**src/rtl/fpu_op_issuer_if.sv**
```systemverilog
// Host-side request/response channels of the FPU operation issuer.
// The host drives requests and accepts responses; the issuer does the reverse.
interface fpu_op_issuer_if #(
    parameter int unsigned WIDTH = 32
);
    logic             req_valid;
    logic             req_ready;
    logic [WIDTH-1:0] req_a;
    logic [WIDTH-1:0] req_b;
    logic [1:0]       req_op;
    logic             rsp_valid;
    logic             rsp_ready;
    logic [WIDTH-1:0] rsp_result;
    logic             rsp_timeout;

    modport master (
        output req_valid, req_a, req_b, req_op, rsp_ready,
        input  req_ready, rsp_valid, rsp_result, rsp_timeout
    );

    modport slave (
        input  req_valid, req_a, req_b, req_op, rsp_ready,
        output req_ready, rsp_valid, rsp_result, rsp_timeout
    );
endinterface

```
**src/rtl/fpu_op_issuer.sv**
```systemverilog
// FPU operation issuer: accepts one host request, runs the four-phase
// start/done handshake with the FPU control unit (with a timeout guard),
// and returns the captured result on the response channel.
module fpu_op_issuer #(
    parameter int unsigned WIDTH   = 32,
    parameter int unsigned TIMEOUT = 64,
    parameter int unsigned CNT_W   = 16
) (
    input  logic              clk,
    input  logic              rst_n,
    fpu_op_issuer_if.slave    host,
    output logic              fpu_start,
    output logic [WIDTH-1:0]  fpu_in_a,
    output logic [WIDTH-1:0]  fpu_in_b,
    output logic [1:0]        fpu_op,
    input  logic [WIDTH-1:0]  fpu_out,
    input  logic              fpu_done,
    output logic              busy,
    output logic [CNT_W-1:0]  op_count
);
    localparam int unsigned TW = (TIMEOUT > 2) ? $clog2(TIMEOUT) : 1;

    typedef enum logic [1:0] {
        IDLE  = 2'd0,
        START = 2'd1,
        DRAIN = 2'd2,
        RESP  = 2'd3
    } state_t;

    state_t           state_q, state_d;
    logic [TW-1:0]    cnt_q, cnt_d;
    logic             fpu_start_q, fpu_start_d;
    logic [WIDTH-1:0] fpu_in_a_q, fpu_in_a_d;
    logic [WIDTH-1:0] fpu_in_b_q, fpu_in_b_d;
    logic [1:0]       fpu_op_q, fpu_op_d;
    logic             rsp_valid_q, rsp_valid_d;
    logic [WIDTH-1:0] rsp_result_q, rsp_result_d;
    logic             rsp_timeout_q, rsp_timeout_d;
    logic [CNT_W-1:0] op_count_q, op_count_d;
    logic             req_ready_w;

    // A stale high done from a previous operation blocks acceptance; held low in reset.
    assign req_ready_w = rst_n && (state_q == IDLE) && !fpu_done;

    assign host.req_ready   = req_ready_w;
    assign host.rsp_valid   = rsp_valid_q;
    assign host.rsp_result  = rsp_result_q;
    assign host.rsp_timeout = rsp_timeout_q;
    assign fpu_start        = fpu_start_q;
    assign fpu_in_a         = fpu_in_a_q;
    assign fpu_in_b         = fpu_in_b_q;
    assign fpu_op           = fpu_op_q;
    assign busy             = (state_q != IDLE);
    assign op_count         = op_count_q;

    // Next-state and next-output computation for the handshake sequencer.
    always_comb begin
        state_d       = state_q;
        cnt_d         = cnt_q;
        fpu_start_d   = fpu_start_q;
        fpu_in_a_d    = fpu_in_a_q;
        fpu_in_b_d    = fpu_in_b_q;
        fpu_op_d      = fpu_op_q;
        rsp_valid_d   = rsp_valid_q;
        rsp_result_d  = rsp_result_q;
        rsp_timeout_d = rsp_timeout_q;
        op_count_d    = op_count_q;
        unique case (state_q)
            IDLE: begin
                if (host.req_valid && req_ready_w) begin
                    fpu_in_a_d  = host.req_a;
                    fpu_in_b_d  = host.req_b;
                    fpu_op_d    = host.req_op;
                    fpu_start_d = 1'b1;
                    cnt_d       = '0;
                    state_d     = START;
                end
            end
            START: begin
                cnt_d = cnt_q + 1'b1;
                // done wins over timeout when both land on the same cycle
                if (fpu_done) begin
                    rsp_result_d  = fpu_out;
                    rsp_timeout_d = 1'b0;
                    fpu_start_d   = 1'b0;
                    op_count_d    = op_count_q + 1'b1;
                    state_d       = DRAIN;
                end else if (cnt_q == TW'(TIMEOUT - 1)) begin
                    rsp_result_d  = '0;
                    rsp_timeout_d = 1'b1;
                    fpu_start_d   = 1'b0;
                    state_d       = DRAIN;
                end
            end
            DRAIN: begin
                if (!fpu_done) begin
                    rsp_valid_d = 1'b1;
                    state_d     = RESP;
                end
            end
            RESP: begin
                if (host.rsp_ready) begin
                    rsp_valid_d = 1'b0;
                    state_d     = IDLE;
                end
            end
            default: state_d = IDLE;
        endcase
    end

    // State and registered outputs; async reset discards any in-flight operation.
    always_ff @(posedge clk or negedge rst_n) begin
        if (!rst_n) begin
            state_q       <= IDLE;
            cnt_q         <= '0;
            fpu_start_q   <= 1'b0;
            fpu_in_a_q    <= '0;
            fpu_in_b_q    <= '0;
            fpu_op_q      <= '0;
            rsp_valid_q   <= 1'b0;
            rsp_result_q  <= '0;
            rsp_timeout_q <= 1'b0;
            op_count_q    <= '0;
        end else begin
            state_q       <= state_d;
            cnt_q         <= cnt_d;
            fpu_start_q   <= fpu_start_d;
            fpu_in_a_q    <= fpu_in_a_d;
            fpu_in_b_q    <= fpu_in_b_d;
            fpu_op_q      <= fpu_op_d;
            rsp_valid_q   <= rsp_valid_d;
            rsp_result_q  <= rsp_result_d;
            rsp_timeout_q <= rsp_timeout_d;
            op_count_q    <= op_count_d;
        end
    end
endmodule
```
**src/flat_wrapper.sv**
```systemverilog
// flat-port wrapper written by rule: the top's interface ports become plain ports
module fpu_op_issuer_flat 
#(
    parameter int unsigned WIDTH   = 32,
    parameter int unsigned TIMEOUT = 64,
    parameter int unsigned CNT_W   = 16
)
  (clk, rst_n, fpu_start, fpu_in_a, fpu_in_b, fpu_op, fpu_out, fpu_done, busy, op_count, host_req_valid, host_req_a, host_req_b, host_req_op, host_rsp_ready, host_req_ready, host_rsp_valid, host_rsp_result, host_rsp_timeout);
  fpu_op_issuer_if #(.WIDTH(WIDTH)) host_i ();
  input  logic clk;
  input  logic rst_n;
  output logic fpu_start;
  output logic [WIDTH-1:0] fpu_in_a;
  output logic [WIDTH-1:0] fpu_in_b;
  output logic [1:0] fpu_op;
  input  logic [WIDTH-1:0] fpu_out;
  input  logic fpu_done;
  output logic busy;
  output logic [CNT_W-1:0] op_count;
  input wire logic [$bits(host_i.req_valid)-1:0] host_req_valid;
  input wire logic [$bits(host_i.req_a)-1:0] host_req_a;
  input wire logic [$bits(host_i.req_b)-1:0] host_req_b;
  input wire logic [$bits(host_i.req_op)-1:0] host_req_op;
  input wire logic [$bits(host_i.rsp_ready)-1:0] host_rsp_ready;
  output wire logic [$bits(host_i.req_ready)-1:0] host_req_ready;
  output wire logic [$bits(host_i.rsp_valid)-1:0] host_rsp_valid;
  output wire logic [$bits(host_i.rsp_result)-1:0] host_rsp_result;
  output wire logic [$bits(host_i.rsp_timeout)-1:0] host_rsp_timeout;
  assign host_i.req_valid = host_req_valid;
  assign host_i.req_a = host_req_a;
  assign host_i.req_b = host_req_b;
  assign host_i.req_op = host_req_op;
  assign host_i.rsp_ready = host_rsp_ready;
  assign host_req_ready = host_i.req_ready;
  assign host_rsp_valid = host_i.rsp_valid;
  assign host_rsp_result = host_i.rsp_result;
  assign host_rsp_timeout = host_i.rsp_timeout;
  fpu_op_issuer #(.WIDTH(WIDTH), .TIMEOUT(TIMEOUT), .CNT_W(CNT_W)) u_core (.clk(clk), .rst_n(rst_n), .host(host_i), .fpu_start(fpu_start), .fpu_in_a(fpu_in_a), .fpu_in_b(fpu_in_b), .fpu_op(fpu_op), .fpu_out(fpu_out), .fpu_done(fpu_done), .busy(busy), .op_count(op_count));
endmodule
```
**config.mk**
```make
export PLATFORM = sky130hd
export DESIGN_NAME = fpu_op_issuer_flat
export DESIGN_NICKNAME = d
export VERILOG_FILES = /design/src/rtl/fpu_op_issuer_if.sv /design/src/rtl/fpu_op_issuer.sv /design/src/flat_wrapper.sv
export SDC_FILE = /design/constraint.sdc
export NUM_CORES = 1
export LEC_CHECK = 0
export CAP_MARGIN = 40
export CORE_MARGIN = 1.5
export CORE_UTILIZATION = 39
export CTS_BUF_LIST = sky130_fd_sc_hd__clkbuf_8
export CTS_CLUSTER_SIZE = 10
export DETAILED_ROUTE_END_ITERATION = 7
export GPL_ROUTABILITY_DRIVEN = 0
export HOLD_SLACK_MARGIN = 0.15
export PLACE_DENSITY = 0.78
export SLEW_MARGIN = 20
export SYNTH_ARGS = -nofsm -noshare
export SYNTH_HDL_FRONTEND = slang
export SYNTH_SLANG_ARGS = --single-unit
```
**constraint.sdc**
```tcl
create_clock -name clk -period 1.76 [get_ports clk]
set_input_delay 0.352 -clock clk [delete_from_list [all_inputs] [get_ports clk]]
set_output_delay 0.352 -clock clk [all_outputs]
set_load 0.05 [all_outputs]
```
== Word level (Yosys, flattened, before mapping) ==
Cells that the tools add are included.

* Flip-flop bits (word level): 125
* Bits in latches: 0
* Memory bits (writable): 0
* Bits in read-only memories: 0
* Input port bits: 103
* Output and inout port bits: 119
* Memories: 0

* Add/subtract/negate cells: 2
* $mul: 0
* Divide/modulo/power cells: 0
* Magnitude comparators: 0
* Equality and inequality tests: 8
* Shifts and indexed selects: 0
* Mux-type cells: 19
* Bitwise logic cells: 0
* Reductions and logical operators: 16

{| class="wikitable"
|+ Operator list
! cell !! count
|-
| $mux W32 || 2
|-
| $add A16 B1 Y16 const B || 1
|-
| $pmux W6 S2 || 1
|-
| $mux W2 || 5
|-
| $pmux W2 S4 || 1
|-
| $reduce_and A2 Y1 || 4
|-
| $reduce_bool A2 Y1 || 4
|-
| $mux W1 || 7
|-
| $add A6 B1 Y6 const B || 1
|-
| $eq A6 B6 Y1 const B || 1
|-
| $mux W6 || 1
|-
| $ne A2 B2 Y1 const B || 3
|-
| $reduce_and A3 Y1 || 2
|-
| $eq A2 B2 Y1 const B || 2
|-
| $pmux W1 S2 || 2
|-
| $reduce_and A4 Y1 || 1
|-
| $logic_and A1 B1 Y1 || 3
|-
| $ne A3 B2 Y1 const B || 1
|-
| $eq A2 B1 Y1 const B || 1
|-
| $logic_not A2 Y1 || 1
|-
| $logic_not A1 Y1 || 1
|}

== Depth between registers and ports, before layout ==
Gate-level depths: netlist of run 1.

* Word-level depth: 6
* Mapped depth: 8

== Worst setup path before layout of run 1 ==
Ideal clock, no wire load.

* Path kind: flip-flop to flip-flop
* Start point: register u_core.state_q[0]
* End point: register u_core.fpu_in_a_q[16] (netlist: u_core.fpu_in_a[16])
* Library setup time: 0.125 ns
* Data arrival time: 2.439 ns
* Slack: -0.804 ns
* Cell stages (with the launch flop): 9
* Period minus slack after synthesis: 2.564 ns
* Cells stage by stage: dfrtp_1 inv_1 ha_1 inv_2 nor3b_2 nand2_1 buf_6 buf_6 mux2_4

* Word-level cells in the longest chain between the ends: 5

{| class="wikitable"
|+ Ends and longest elaborated chain
! item !! RTL line !! RTL
|-
| start, declared || fpu_op_issuer.sv:30 || <nowiki>state_t state_q, state_d;</nowiki>
|-
| start signal, assigned || fpu_op_issuer.sv:125 || <nowiki>state_q <= state_d;</nowiki>
|-
| $logic_not A2 Y1 || fpu_op_issuer.sv:43 || <nowiki>assign req_ready_w = rst_n && (state_q == IDLE) && !fpu_done;</nowiki>
|-
| $logic_and A1 B1 Y1 (2 in a row) || fpu_op_issuer.sv:43 ||
|-
| net host_req_ready || flat_wrapper.sv:25 || <nowiki>output wire logic [$bits(host_i.req_ready)-1:0] host_req_ready;</nowiki>
|-
| $logic_and A1 B1 Y1 || fpu_op_issuer.sv:70 || <nowiki>if (host.req_valid && req_ready_w) begin</nowiki>
|-
| $reduce_and A2 Y1 (no line) || n/a ||
|-
| end signal, assigned || fpu_op_issuer.sv:128 || <nowiki>fpu_in_a_q <= fpu_in_a_d;</nowiki>
|-
| end, declared || fpu_op_issuer.sv:33 || <nowiki>logic [WIDTH-1:0] fpu_in_a_q, fpu_in_a_d;</nowiki>
|}

The timed path passes the listed nets, and every way through them passes these cells.
A chain may end at the register's enable or synchronous reset.

== Final worst setup path of run 1 ==
* Start point: register u_core.state_q[1]
* End point: output host_req_ready

* Word-level cells in the longest chain between the ends: 3

{| class="wikitable"
|+ Ends and longest elaborated chain
! item !! RTL line
|-
| $logic_not A2 Y1 || fpu_op_issuer.sv:43
|-
| $logic_and A1 B1 Y1 (2 in a row) || fpu_op_issuer.sv:43
|-
| end, declared || flat_wrapper.sv:25
|}

Every way passes these cells.

==> reports/results.ini, run 1 <==
[status]
status = finished, violations left
violations = setup timing

[timing]
period_share_pct = 110
finClkSkew_ns = 0.00723
period_minus_slack_ns = 1.94
finalHoldViolations = 0
maxSlewHeadroom_pct = 56.3
worst_slack_ns = -0.177
tightest_slew_ns = 0.655
setup_violations = 12
slew_viol_final = 0
fmax_mhz = 516
rsz0062_at_grt = yes

[cells_and_area]
fin_nets = 710
utilization_pct = 63.2
area_growth_pct = 57.9
antenna_cells = 0
fin_cells = 785
drive_gt1_share_pct = 44.2

[worst_setup_path]
critPathArrivalTime_ns = 1.59
worst-path-max-fanout = 2
r2r_start = u_core.state_q[0]
startpoint = u_core.state_q[1]
criticalPathCategory = register to output port
worstPathRequired_ns = 1.41
setup.worst_path.start_class = register
endpoint_kind = output port

[logic_synthesis]
synthFlopType = dfrtp_1
yosysTopAreaCellShare_pct = 61.9
synth_top_cells_by_count = dfrtp_1 (125), mux2_4 (40), a22o_1 (35)
syn-cell-area_um2 = 5050
ys_ff_latch = 125
synth_edf_count = 0
synth_top_area_cell = dfrtp_1
synthArstFlopShare_pct = 100
synthesis.nets = 444
synthTopCellsByArea = dfrtp_1 (62%), mux2_4 (12%), mux2_2 (6.2%)
ys_warn_count = 0
syn_area_per_cell_um2 = 15.1
ys_seq_area_share_pct = 61.9
synth.most_common_cell = dfrtp_1
synth_cells = 334
yosysUniqueCellTypes = 34

[grt]
grt_antenna_before_repair = 0
first_global_vias = 3836
grt_max_degree = 126
grt_usage_pct = 18.7
grt-ovfl-total = 0
grt_pass1_wl_mm = 19.1

[cts]
insertion_delay_ns = 0.44
clk_pin_slew_ns = 0.07
cts_tree = yes
numCtsBuffers = 17
clock_sinks = 125
root_buffer = clkbuf_8
htreeDepth = 4
clock_path_buffers = 2

[placed_design]
place_inst = 744
portBuffers = 221
dp_hpwl_mm = 9.25
pre_cts_slack_ns = -0.225

[floorplanning]
rows = 41
ios = 222
start_util_pct = 40.0
die_x_um = 117
core_area_um2 = 12600
die_h_um = 117
die_area_um2 = 13600

[detailed_routing]
drtIter0Drc = 196
viasPerCell = 4.73
detail_route.wl_per_cell_um = 16.4
drt_pre_antenna_iters = 4
wl_mm = 12.8
detail-route-antenna-nets = 0
drc = 0
vias = 3710

[pwr]
power_mw = 17.0
peakVddDrop_mv = 1.34
leakagePower_nw = 3.90
power_density_nw_per_um2 = 2130

[hold_path]
hp-start = u_core.op_count[15]
hold_path_class = register to register

[flow_run]
drv_cap = 0

flip-flops by register name (all words and copies together) (netlist names), 2 cells and up:
register                count
u_core.cnt_q                6
u_core.fpu_in_a            32
u_core.fpu_in_b            32
u_core.fpu_op               2
u_core.host.rsp_result     32
u_core.op_count            16
u_core.state_q              2
cell type report:
class                   count  area, µm²
fillers                   973       4650
flip-flops and latches    125       3130
repair buffers            262       2300
multi-input cells         188       1850
clock buffers              19        262
well taps                 172        215
clock inverters            13        189
inverters                   6       27.5
power breakdown:
| group | total [mW] | leakage (nW) | internal (mW) | switching [mW] |
|---|---|---|---|---|
| Clock | 2.79 | 0.211 | 1.62 | 1.16 |
| Combinational | 9.31 | 2.13 | 3.51 | 5.79 |
| Sequential | 4.89 | 1.56 | 4.12 | 0.779 |
| Total | 17.0 | 3.90 | 9.25 | 7.74 |
path summary, 6_finish.rpt:
check | end | slack, ns | cells past startpoint
worst max-delay path | host_req_ready | -0.18 | 6
worst min-delay path | u_core.op_count[15] | 0.48 | 1
worst max register to register | u_core.state_q[0] | -0.07 | 9
worst min register to register | u_core.op_count[15] | 0.48 | 1
max in group asynchronous | u_core.fpu_in_b[23] | 0.60 | 3
min in group asynchronous | u_core.op_count[4] | 0.68 | 3
routing by layer:
layer / part of all wire [%] / GRT usage, % / wire length, µm
met4: 2.2 / 8.76 / 284
met1: 40 / 21.3 / 5110
met5: 0 / 0 / 0
met2: 50 / 31.4 / 6380
met3: 8.3 / 7.00 / 1060
critical path, cell delays in order (launching register included):
cell and delay [ns]:
dfrtp_1 0.40, inv_2 0.08, ha_4 0.16, inv_6 0.03, nor3b_4 0.20, buf_6 0.14
buf_12 0.12
logic make-up (layout without fill, tap and decap cells):
logic type               after synthesis  after routing  share of synthesized area, %
adder cells (fa/ha/maj)                7              7                          1.73
AND/OR/NAND/NOR                       46             46                          4.68
buffers and inverters                 21            300                          2.43
multiplexers                          71             71                          18.7
AO/OA/AOI/OAI                         49             49                          7.88
flip-flops                           125            125                          61.9
XOR/XNOR                              15             15                          2.60
cells in the final DEF, fill, tap and decap left out, types with 7 or more instances in the layout:
master           Yosys  final
buf_4                0    152
dfrtp_1            125    125
clkdlybuf4s50_1      0    101
mux2_4              40     40
a22o_1              35     35
mux2_2              28     28
clkbuf_8             0     19
nand2_1             13     12
xnor2_1             12     12
nor2_1              10      9
nand3_1              7      7
timing repair:
item | 4_1_cts | 5_1_grt
buffers inserted | 6 | 3
pin swaps | 2 | 4
hold buffers | 1 | 0
setup endpoints to repair | 2 | 107
gates resized for setup | 4 | 3
endpoints found under the hold margin | 125 | 0
stage by stage:
stage          TNS (ns)  hold WS [ns]  instance area [µm²]
2_1_floorplan    -21.33        0.0564                 5080
3_3_place_gp     -13.29         0.468                 7410
3_5_place_dp     -18.82         0.475                 7410
4_1_cts          -0.264         0.477                 7930
5_1_grt           -2.03         0.492                 7970
6_report         -0.358         0.478                 7970
No activity file was read; power rests on OpenSTA's default activity.
==> run 2: changes to the inputs <==
Settings changed: CAP_MARGIN 40 to unset, CORE_MARGIN 1.5 to 4.
==> run 2 against run 1 <==
Effect of this change:
- cell count up 0.89%
- the run still ends with setup timing left
- via count up 3.5%
- design area up 3.4%
- utilization up 1.9 points
- clock skew up 0.00075 ns
- sequential share of layout area down 1.3 points
- register-to-register slack worse by 0.08 ns
- sequential power up 0.8%
- largest power group unchanged
- hold slack better by 0.0022 ns
- clock power down 7%
- critical path depth unchanged
==> reports/results.ini, run 2 (same netlist as run 1, synthesis figures left out) <==
[timing]
setup_violations = 67  ; +55
worst_slack_ns = -0.173  ; +0.00464 ns
period_share_pct = 110  ; -0.26 points
tightest_slew_ns = 0.719  ; +0.0640 ns
rsz0062_at_grt = yes
fmax_mhz = 517  ; +0.24%
finalHoldViolations = 0  ; unchanged
slew_viol_final = 0  ; unchanged
setup_tns_ns = -6.20  ; -5.85 ns
period_minus_slack_ns = 1.93  ; -0.00464 ns
maxSlewHeadroom_pct = 52.0  ; -4.3 points
finClkSkew_ns = 0.00798  ; +0.000745 ns

[pwr]
leakagePower_nw = 4.06  ; +4.1%
power_mw = 17.1  ; +0.55%
power_density_nw_per_um2 = 2070  ; -2.7%
peakVddDrop_mv = 1.31  ; -2.5%

[floorplanning]
core_area_um2 = 12700  ; +0.41%
die_x_um = 122  ; +4.3%
die_area_um2 = 14800  ; +8.7%
ios = 222  ; unchanged
rows = 41  ; unchanged
die_h_um = 122  ; +4.3%
start_util_pct = 39.9  ; -0.16 points

[cts]
clock_sinks = 125  ; unchanged
htreeDepth = 4  ; unchanged
insertion_delay_ns = 0.43  ; about the same
clock_path_buffers = 2  ; unchanged
cts_tree = yes
numCtsBuffers = 17  ; unchanged
clk_pin_slew_ns = 0.07  ; about the same
root_buffer = clkbuf_8

[detailed_routing]
vias = 3841  ; +3.5%
detail_route.wl_per_cell_um = 18.3  ; +12%
detail-route-antenna-nets = 0  ; unchanged
viasPerCell = 4.85  ; +2.6%
drtIter0Drc = 146  ; -26%
drt_pre_antenna_iters = 4  ; unchanged
drc = 0  ; unchanged
wl_mm = 14.5  ; +13%

[cells_and_area]
layout_commonest_cell = buf_4
antenna_cells = 0  ; unchanged
nFillCells = 905  ; -7.0%
drive_gt1_share_pct = 45.2  ; +0.95 points
fin_cells = 792  ; +0.89%
fin_nets = 718  ; +1.1%
fin_area_um2 = 8240  ; +3.4%
area_growth_pct = 63.2
layout_common_cells = buf_4 (142), dfrtp_1 (125), clkdlybuf4s50_1 (100)

[grt]
grt_pass1_wl_mm = 20.7  ; +8.8%
grt-ovfl-total = 0  ; unchanged
grt_max_degree = 126  ; unchanged
grt_usage_pct = 18.2  ; -0.51 points
first_global_vias = 3983  ; +3.8%
grt_antenna_before_repair = 0  ; unchanged

[worst_setup_path]
slowest_stage = dfrtp_1
worstPathRequired_ns = 1.41  ; about the same
r2r_start = u_core.state_q[0]
criticalPathCategory = register to output port
rr_endpoint = u_core.fpu_in_b[6]
crit_path_max_incr_delay_ns = 0.39  ; about the same
setup.worst_path.start_class = register
critPathArrivalTime_ns = 1.58  ; about the same
worstPathCellList = inv_2 > ha_4 > inv_6 > nor3b_4 > buf_6 > buf_12
endpoint_kind = output port
worstRegToRegCells = 9  ; unchanged
worst-path-max-fanout = 2  ; unchanged
rrSetupSlack_ns = -0.15  ; -0.08 ns

[placed_design]
portBuffers = 221  ; unchanged
place_area_um2 = 7420  ; about the same
dp_hpwl_mm = 9.83  ; +6.2%
place_inst = 741  ; -0.40%

[hold_path]
hold_end = u_core.op_count[15]
hold_path_class = register to register
hp-start = u_core.op_count[15]
worstHoldPathCells = 1  ; unchanged

[flow_run]
drv_cap = 0  ; unchanged

[status]
violations = setup timing
status = finished, violations left

## run 2: changes by cell type in the layout (fill, tap and decap cells not counted), sizes merged
cell / delta
clkinv: +1
inv: +2
clkdlybuf4s50: -1
nand2: +2
bufinv: -1
dlymetal6s2s: +1
clkbuf: +8
clkinvlp: -5
## run 2: what timing repair did
item                                    in CTS  in global routing
gates cloned                                 0                  8
endpoints found under the setup margin       2                111
buffers inserted                             6                  8
pin swaps                                    3                  6
hold buffers                                 1                  0
resized for setup                            4                 27
endpoints found under the hold margin      125                  0
## run 2: critical path: cells and delay by family, from the launching register on
| family | cells | cell delay [ns] |
|---|---|---|
| flops | 1 | 0.39 |
| buf+inv | 4 | 0.38 |
| simple gates | 1 | 0.21 |
| fa+ha+maj | 1 | 0.16 |
## run 2: final cells by class
type / instances / area, µm² / area share [%]
flip-flops and latches: 125 / 3130 / 38.0
repair buffers: 268 / 2530 / 30.7
multi-input cells: 190 / 1930 / 23.4
clock buffers: 21 / 289 / 3.51
well taps: 172 / 215 / 2.61
clock inverters: 10 / 121 / 1.47
inverters: 6 / 27.5 / 0.334
## run 2: worst max path at each step
stage	cells past startpoint	endpoint	startpoint	slack, ns
finish	6	host_req_ready	u_core.state_q[0]	-0.17
global route	6	host_req_ready	u_core.state_q[1]	-0.26
CTS	6	host_req_ready	u_core.state_q[1]	-0.18
detailed placement	7	u_core.op_count[15]	fpu_done	-0.22
global placement	7	u_core.op_count[15]	fpu_done	-0.18
floorplan	8	u_core.fpu_in_a[16]	u_core.state_q[1]	-0.39
## run 2: stage by stage
stage,util (%),hold WS (ns),setup WS (ns)
finish,65.0,0.481,-0.173
floorplan,-,0.0564,-0.387
detailed placement,58.5,0.484,-0.218
CTS,62.3,0.483,-0.179
global route,65.0,0.487,-0.258
global placement,58.5,0.471,-0.180
## run 2: metal layers
metal,share of wire [%],up-vias,global-route usage (%)
li1,-,1752,-
met1,41,1886,22.5
met2,49,172,28.8
met3,7.7,31,5.94
met4,2.7,0,9.24
met5,0,-,0
## run 2: power breakdown
group,internal (mW),switching [mW]
registers,4.12,0.806
clock network,1.52,1.08
logic,3.64,5.92
==> run 3: changes to the inputs <==
Settings changed: CORE_MARGIN 4 to 5, TNS_END_PERCENT set to 100.
==> run 3 against run 2 <==
Effect of this change:
- the flow still finishes with violations (setup timing)
- cell count grew 0.13%
- flip-flop and latch count stayed put
- first-iteration DRC count shrank 8.9%
- non-clock buffer count up 1
- register-to-register slack about the same
- total power about the same
- clock skew grew 0.0045 ns
- hold slack better by 0.0035 ns
- routed wire length grew 2.1%
- sequential power about the same
- largest power group unchanged
- highest routed layer unchanged
==> reports/results.ini, run 3 (same netlist as run 1, synthesis figures left out) <==
[timing]
whs_ns = 0.484  ; +0.00354 ns
finalHoldViolations = 0  ; unchanged
maxSlewHeadroom_pct = 62.4  ; +10 points
period_share_pct = 111  ; +1.1 points
setup_violations = 69  ; +3.0%
rsz0062_at_grt = yes
fmax_mhz = 512  ; -0.96%
tightest_slew_ns = 0.564  ; -0.156 ns
finClkSkew_ns = 0.0125  ; +0.00451 ns
slew_viol_final = 0  ; unchanged
worst_slack_ns = -0.192  ; -0.0188 ns
period_minus_slack_ns = 1.95  ; +0.0188 ns

[status]
violations = setup timing
status = finished, violations left

[detailed_routing]
detail_route.wl_per_cell_um = 18.6  ; +1.9%
drt_pre_antenna_iters = 4  ; unchanged
drc = 0  ; unchanged
vias = 3879  ; +0.99%
wl_mm = 14.8  ; +2.1%
detail-route-antenna-nets = 0  ; unchanged
drtIter0Drc = 133  ; -8.9%
viasPerCell = 4.89  ; +0.86%

[flow_run]
drv_cap = 0  ; unchanged

[worst_setup_path]
critPathArrivalTime_ns = 1.60  ; +0.02 ns
criticalPathCategory = register to output port
worst-path-max-fanout = 2  ; unchanged
endpoint_kind = output port
setup.worst_path.start_class = register
worstPathRequired_ns = 1.41  ; about the same

[cells_and_area]
layout.area.seq_um2 = 3130  ; unchanged
multi_input_area_um2 = 1890  ; -2.1%
nFillCells = 903  ; -0.22%
layout_commonest_cell = buf_4
fin_nets = 718  ; unchanged
area_growth_pct = 63.0  ; about the same
utilization_pct = 65.0  ; about the same
layout_common_cells = buf_4 (143), dfrtp_1 (125), clkdlybuf4s50_1 (101)
drive_gt1_share_pct = 44.3  ; -0.88 points
antenna_cells = 0  ; unchanged

[grt]
grt_pass1_wl_mm = 20.9  ; +0.50%
grt_max_degree = 109  ; -13%
grt-ovfl-total = 0  ; unchanged
grt_antenna_before_repair = 0  ; unchanged
grt_usage_pct = 18.0  ; -0.18 points
first_global_vias = 4051  ; +1.7%

[cts]
clk_pin_slew_ns = 0.07  ; about the same
cts_tree = yes
clock_path_buffers = 2  ; unchanged
clock_sinks = 125  ; unchanged
insertion_delay_ns = 0.45  ; +0.02 ns
root_buffer = clkbuf_8
htreeDepth = 4  ; unchanged
numCtsBuffers = 17  ; unchanged

[floorplanning]
die_h_um = 124  ; +1.6%
start_util_pct = 39.9  ; unchanged
core_area_um2 = 12700  ; unchanged
rows = 41  ; unchanged
die_x_um = 124  ; +1.6%
die_area_um2 = 15300  ; +3.3%
ios = 222  ; unchanged

[placed_design]
dp_hpwl_mm = 10.0  ; +1.9%
portBuffers = 221  ; unchanged

[pwr]
leakagePower_nw = 4.07  ; +0.36%
peakVddDrop_mv = 1.49  ; +14%
power_density_nw_per_um2 = 2070  ; about the same

[hold_path]
hold_path_class = register to register

## run 3: changes by cell type in the layout (fill, tap and decap cells not counted), moves of 2 or more
cell       previous run  this run
buf_6                 7         5
clkinv_2              4         2
clkbuf_16             6         8
inv_1                 6         8
## run 3: area by class of cell
cell class | instances | area share (%)
clock buffers | 20 | 3.34
clock inverters | 12 | 1.58
inverters | 6 | 0.334
multi-input cells | 189 | 22.9
flip-flops and latches | 125 | 38.0
well taps | 172 | 2.61
repair buffers | 269 | 31.2
## run 3: path summary, 6_finish.rpt
path	endpoint	slack [ns]	startpoint	cells after the start
max	host_req_ready	-0.19	u_core.state_q[0]	6
min	u_core.op_count[15]	0.48	u_core.op_count[15]	1
max reg2reg	u_core.fpu_in_b[21]	-0.15	u_core.state_q[0]	9
min reg2reg	u_core.op_count[15]	0.48	u_core.op_count[15]	1
max in group asynchronous	u_core.fpu_in_b[1]	0.64	rst_n	3
min in group asynchronous	u_core.host.rsp_valid	0.59	rst_n	3
## run 3: power breakdown
group | total [mW] | switching, mW | internal [mW]
combinational | 9.54 | 5.88 | 3.66
sequential | 4.96 | 0.842 | 4.12
clock | 2.57 | 1.10 | 1.48
total | 17.1 | 7.82 | 9.26
## run 3: per-layer routing
layer / up-vias / global-route usage, % / share of wire, % / wire length [µm]
li1: 1748 / - / - / -
met1: 1919 / 20.9 / 39 / 5800
met2: 188 / 29.1 / 49 / 7260
met3: 24 / 7.36 / 9.5 / 1400
met4: 0 / 8.58 / 2.1 / 308
met5: - / 0 / 0 / 0
## run 3: timing repair
item                       4_1_cts  5_1_grt
gates resized for setup          3       15
pin swaps                        2        7
buffers inserted                 7        6
cloned                           1       11
hold endpoints to repair       125        0
hold buffers                     1        0
setup endpoints to repair       13      118
## run 3: critical path, stage by stage (launching register included)
cell and delay, ns:
dfrtp_1 0.40, inv_2 0.09, ha_4 0.16, inv_6 0.04
nor3b_4 0.20, buf_6 0.14, buf_12 0.12
## run 3: metrics by stage
stage / area (µm²) / setup TNS (ns) / std cells / setup slack (ns) / power, mW
floorplan: 5080 / -21.33 / 334 / -0.387 / 11.0
global placement: 7410 / -20.40 / 738 / -0.211 / 14.0
detailed placement: 7410 / -26.03 / 738 / -0.270 / 14.1
CTS: 7920 / -1.19 / 778 / -0.224 / 16.9
global route: 8230 / -12.04 / 793 / -0.285 / 17.8
finish: 8230 / -6.32 / 793 / -0.192 / 17.1
